## config.mk

```make
export PLATFORM = sky130hd
export DESIGN_NAME = sync_fifo_param
export DESIGN_NICKNAME = d
export VERILOG_FILES = /design/src/rtl/sync_fifo_param.sv
export SDC_FILE = /design/constraint.sdc
export NUM_CORES = 1
export LEC_CHECK = 0
export ABC_CLOCK_PERIOD_IN_PS = 3600
export CAP_MARGIN = 5
export CORE_MARGIN = 2
export CORE_UTILIZATION = 28
export DETAILED_ROUTE_END_ITERATION = 8
export PLACE_DENSITY = 0.52
export SYNTH_ARGS = -nofsm -noshare
export SYNTH_HDL_FRONTEND = slang
export SYNTH_SLANG_ARGS = --single-unit
```

## constraint.sdc

```tcl
create_clock -name clk -period 3.6 [get_ports clk]
set_input_delay 0.54 -clock clk [delete_from_list [all_inputs] [get_ports clk]]
set_output_delay 0.54 -clock clk [all_outputs]
set_load 0.02 [all_outputs]
```

## src/rtl/sync_fifo_param.sv

```systemverilog
// Parametrised single-clock FIFO with a registered read port, almost flags,
// sticky error flags, and write-through-on-full when a read frees a slot.
module sync_fifo_param #(
    parameter int DATA_W    = 8,
    parameter int DEPTH     = 8,
    parameter int ADDR_W    = $clog2(DEPTH),
    parameter int AFULL_TH  = 6,
    parameter int AEMPTY_TH = 2
) (
    input  logic              clk,
    input  logic              rst_n,
    input  logic              wr_en,
    input  logic [DATA_W-1:0] din,
    input  logic              rd_en,
    output logic [DATA_W-1:0] dout,
    output logic              dout_valid,
    output logic              full,
    output logic              empty,
    output logic              almost_full,
    output logic              almost_empty,
    output logic [ADDR_W:0]   count,
    output logic              overflow,
    output logic              underflow,
    input  logic              clr_err
);

    localparam logic [ADDR_W:0]   DEPTH_C  = (ADDR_W+1)'(DEPTH);
    localparam logic [ADDR_W:0]   AFULL_C  = (ADDR_W+1)'(AFULL_TH);
    localparam logic [ADDR_W:0]   AEMPTY_C = (ADDR_W+1)'(AEMPTY_TH);
    localparam logic [ADDR_W:0]   CNT_ONE  = (ADDR_W+1)'(1);
    localparam logic [ADDR_W-1:0] PTR_ONE  = ADDR_W'(1);

    logic [DATA_W-1:0] mem [DEPTH];
    logic [ADDR_W-1:0] wr_ptr;
    logic [ADDR_W-1:0] rd_ptr;
    logic              rd_acc;
    logic              wr_acc;
    logic              ovf_ev;
    logic              udf_ev;

    assign full         = (count == DEPTH_C);
    assign empty        = (count == '0);
    assign almost_full  = (count >= AFULL_C);
    assign almost_empty = (count <= AEMPTY_C);

    // A read on a full FIFO frees the slot the write then reuses.
    assign rd_acc = rd_en & ~empty;
    assign wr_acc = wr_en & (~full | rd_acc);
    assign ovf_ev = wr_en & ~wr_acc;
    assign udf_ev = rd_en & ~rd_acc;

    always_ff @(posedge clk) begin
        if (wr_acc) begin
            mem[wr_ptr] <= din;
        end
    end

    always_ff @(posedge clk or negedge rst_n) begin
        if (!rst_n) begin
            wr_ptr <= '0;
            rd_ptr <= '0;
        end else begin
            if (wr_acc) begin
                wr_ptr <= wr_ptr + PTR_ONE;
            end
            if (rd_acc) begin
                rd_ptr <= rd_ptr + PTR_ONE;
            end
        end
    end

    always_ff @(posedge clk or negedge rst_n) begin
        if (!rst_n) begin
            dout       <= '0;
            dout_valid <= 1'b0;
        end else begin
            dout_valid <= rd_acc;
            if (rd_acc) begin
                dout <= mem[rd_ptr];
            end
        end
    end

    always_ff @(posedge clk or negedge rst_n) begin
        if (!rst_n) begin
            count <= '0;
        end else begin
            unique case ({wr_acc, rd_acc})
                2'b10:   count <= count + CNT_ONE;
                2'b01:   count <= count - CNT_ONE;
                default: count <= count;
            endcase
        end
    end

    // A new error in the same cycle as clr_err keeps the flag set.
    always_ff @(posedge clk or negedge rst_n) begin
        if (!rst_n) begin
            overflow  <= 1'b0;
            underflow <= 1'b0;
        end else begin
            if (ovf_ev) begin
                overflow <= 1'b1;
            end else if (clr_err) begin
                overflow <= 1'b0;
            end
            if (udf_ev) begin
                underflow <= 1'b1;
            end else if (clr_err) begin
                underflow <= 1'b0;
            end
        end
    end

endmodule

```

==> impl_results.md <==
* Setup crit end: count[2]
* Mux cell area share after synthesis at slightly above 10%
* Syn Nets at around 240
* Reg2Reg Setup Slack at 0.98 ns
* RSZ-0062 raised after global routing: no
* Hpwl dp at about 4.4 mm
* Register Area at 0.00245 sq mm
* Fin crit share at 72.7%
* Clk_lat worst skew at 0.33 ns
* Post-synthesis sequential area ratio at 70.2%
* Met2 wire length at between 3 and 4 mm
* Die Span Y at between 100 and 150 microns
* CP arrival at 2.82 ns
* Placed insts at 422
* Static leakage at 1.53 nW
* Critical R2R Launch: count[0]
* Hold_sp: dout[4]
* CTS tree: built
* YS warnings at 0
* DIE AREA at approximately 0.013 sq mm
* Sw power at 1.13 mW
* Post-synth EDFFs at 64
* Final setup skew at 0.00783 ns
* Worst slew pin tran at 0.992 ns
* Hold WC Path Type: reg2reg
* Crit-path cells: nor4_4 -> nand2b_1 -> buf_4 -> inv_1 -> ha_1 -> xor2_1 -> ha_1 -> a21oi_1 -> xor2_1 -> nor2_1 -> xor2_1
* Status: finished clean
* Final hold vios at 0
* Peak supply drop at 0.000224 V
* Netlist Area Pre-Place at about 0.0035 sq mm
* Top layer in use: met4
* Port bufs at 31
* Share of cells above drive strength 1 at 16.7%
* Compound-Gate Fraction of Synth Area at ~6.5%
* WL met3 at 235 microns
* Int Pwr at about 2.3 mW
* Final WL at 6.89 mm
* Area of the multi-input gates at about 950 sq um
* Root Buffer: clkbuf_16
* Vias at roughly 1,900
* Max-cap violation count at 0
* Initial Utilization at between 20% and 30%
* Via density at 4.33
* Final Critical Period at 2.62 ns
* Crit start category: flip-flop
* Avg Cell Area, Syn at 15.6 sq um
* CTS Sinks at 85
* Post-Synth Simple-Gate Area at under 10%
* Largest net degree at the start of global routing at 35
* Power per standard cell area at 800 mW/mm^2
* CP Class: reg2reg
* Distinct cells, synth at 31
* DRT antenna net count at 0
* Pins Over Slew Limit at 0
* Avg WL per Cell at between 15 and 20 microns
* Min Hold Slack at 0.486 ns
* Post_cts resized at 0
* WP data required at 3.81 ns
* Top_reg_cell synth: edfxtp_1
* Asr flop ratio synth at around a quarter
* Cts-stage hold buffer count at 0
* Core ar. at roughly 0.012 sq mm
* Gr usage total at 11.1%
* CTS buffer count at 9
* Yosys reg bits at 85
* Syn-to-layout area delta at 22.3%
* Initial antenna violation count at 0
* Fin cells at about 440
* Worst R2R Path Depth at 11
* Filler cells at 1,200
* Comb pwr share at 35.0%
* Clock power frac at approximately a quarter
* Standard-cell rows at 40
* Share of power burned in registers at about two fifths
* Die width at 116 microns
* Max clock buf depth at 2
* Post-Synth Adder-Cell Area at ~1.8%
* Peak Freq at 382 MHz
* # nets final at 283
* Worst path max stage delay at 0.49 ns
* Sw Ratio at 33.2%
* N_diodes at 0
* H-tree depth at 3
* Post-synthesis instance total at 223
* Post-Synth XOR/XNOR Area at 2.01%
* DRC at 0
* GP Congestion at 0.724
* GRT Residual Overflow at 0
* Max FO, Critical Path at 19
* Final setup TNS at 0 ns
* Crit path from: count[0]
* Most used cell, CP: xor2_1
* Rel. slew slack at 33.6%
* First drt pass iteration count at 6
* I/O Pins at 32
* Setup bufs post-CTS at 0
* Critical path endpoint category: flip-flop
* CTS clock-pin slew for the worst setup and hold paths at 0.06 ns
* First-pass GRT wire length at 10.6 mm
* Largest family of logic cells by synthesized area: multiplexers
* Slowest CP cell: dfrtp_1
* DR iter-0 viols at 67
* Setup violators final at 0
* R2R Path End: count[2]
* Vias in the first global route at 1,870
* Wire length on met1 at 3.35 mm
==> final cells by class <==
class	count	share of cell area, %
Clock buffer	11	5.45
Inverter	6	0.557
Tap cell	168	4.93
Multi-Input combinational cell	123	22.2
Timing Repair Buffer	40	8.86
Clock inverter	5	0.674
Sequential cell	85	57.4
==> layout by cell type, fill, tap and decap left out, drive strengths merged <==
cell	instances
a211oi	1
a21oi	2
a221o	8
buf	9
clkbuf	11
clkdlybuf4s50	31
clkinv	4
clkinvlp	2
dfrtp	21
edfxtp	64
ha	5
inv	5
mux2	17
mux2i	16
nand2	23
nand2b	7
nor2	8
nor2b	1
nor3	2
nor3b	1
nor4	1
nor4bb	1
o21a	1
o21ai	10
o22ai	9
o32ai	1
or4b	1
xnor2	5
xor2	3
==> power by group through the flow <==
| stage | logic (mW) | clock network (mW) | registers, mW |
|---|---|---|---|
| 2_1_floorplan | 0.734 | 0 | 1.49 |
| 3_3_place_gp | 1.20 | 0 | 1.43 |
| 3_5_place_dp | 1.21 | 0 | 1.43 |
| 4_1_cts | 1.22 | 0.844 | 1.41 |
| 5_1_grt | 1.30 | 0.888 | 1.44 |
| 6_report | 1.20 | 0.812 | 1.41 |
==> how the worst min path moves through the flow <==
stage | depth (start not counted) | slack, ns | to
2_1_floorplan | 0 | 0.24 | count[0]
3_3_place_gp | 2 | 0.47 | dout[4]
3_5_place_dp | 2 | 0.49 | dout[2]
4_1_cts | 2 | 0.50 | dout[4]
5_1_grt | 2 | 0.53 | dout[2]
6_report | 2 | 0.49 | dout[4]
==> critical path: cells and delay by family, from the launching register on <==
| family | cells | cell delay [ns] |
|---|---|---|
| DFF | 1 | 0.49 |
| buffers and inverters | 2 | 0.36 |
| adders and majority gates | 2 | 0.48 |
| xor gates and xnor gates | 3 | 0.45 |
| and+or+nand+nor | 3 | 0.57 |
| AOI/OAI and AO/OA | 1 | 0.15 |
==> metal layers <==
| metal | vias to the layer above | global-route usage [%] |
|---|---|---|
| li1 | 922 | - |
| met2 | 37 | 16.8 |
| met3 | 9 | 2.67 |
| met1 | 929 | 15.2 |
| met5 | - | 0 |
| met4 | 0 | 4.76 |
==> stage by stage <==
step	cell area (sq um)	util [%]	total power, mW	setup WS [ns]
global route	4270	35.4	3.62	0.783
finish	4270	35.4	3.41	0.983
detailed placement	4010	33.2	2.65	0.825
global placement	4010	33.2	2.63	0.859
floorplan	3490	-	2.22	1.00
CTS	4270	35.4	3.47	0.945
==> Yosys cell counts, types with 2 or more instances <==
cell / instances / area (sq um)
a21oi_1: 2 / 10.0
a221o_1: 8 / 80.1
buf_1: 2 / 7.51
buf_4: 4 / 30.0
buf_6: 3 / 33.8
dfrtp_1: 21 / 526
edfxtp_1: 64 / 1920
ha_1: 5 / 62.6
inv_1: 5 / 18.8
mux2_2: 17 / 191
mux2i_1: 16 / 160
nand2_1: 22 / 82.6
nand2b_1: 6 / 37.5
nor2_1: 8 / 30.0
nor3_1: 2 / 10.0
o21ai_0: 2 / 10.0
o21ai_1: 8 / 40.0
o22ai_1: 9 / 56.3
xnor2_1: 5 / 43.8
xor2_1: 3 / 26.3
==> flip-flops by register name, summed over array words and instances (netlist names) <==
register and flops:
overflow 1, dout_valid 1, count 4, dout 8, underflow 1, rd_ptr 3
wr_ptr 3, mem 64
==> kinds of logic (layout without fill, tap and decap cells) <==
family | count (synthesis) | in the layout
flops | 85 | 85
simple gates | 45 | 45
mux | 33 | 33
compound gates | 32 | 32
buf+inv | 15 | 62
xor+xnor | 8 | 8
fa+ha+maj | 5 | 5
(Power assumes the default switching activity.)
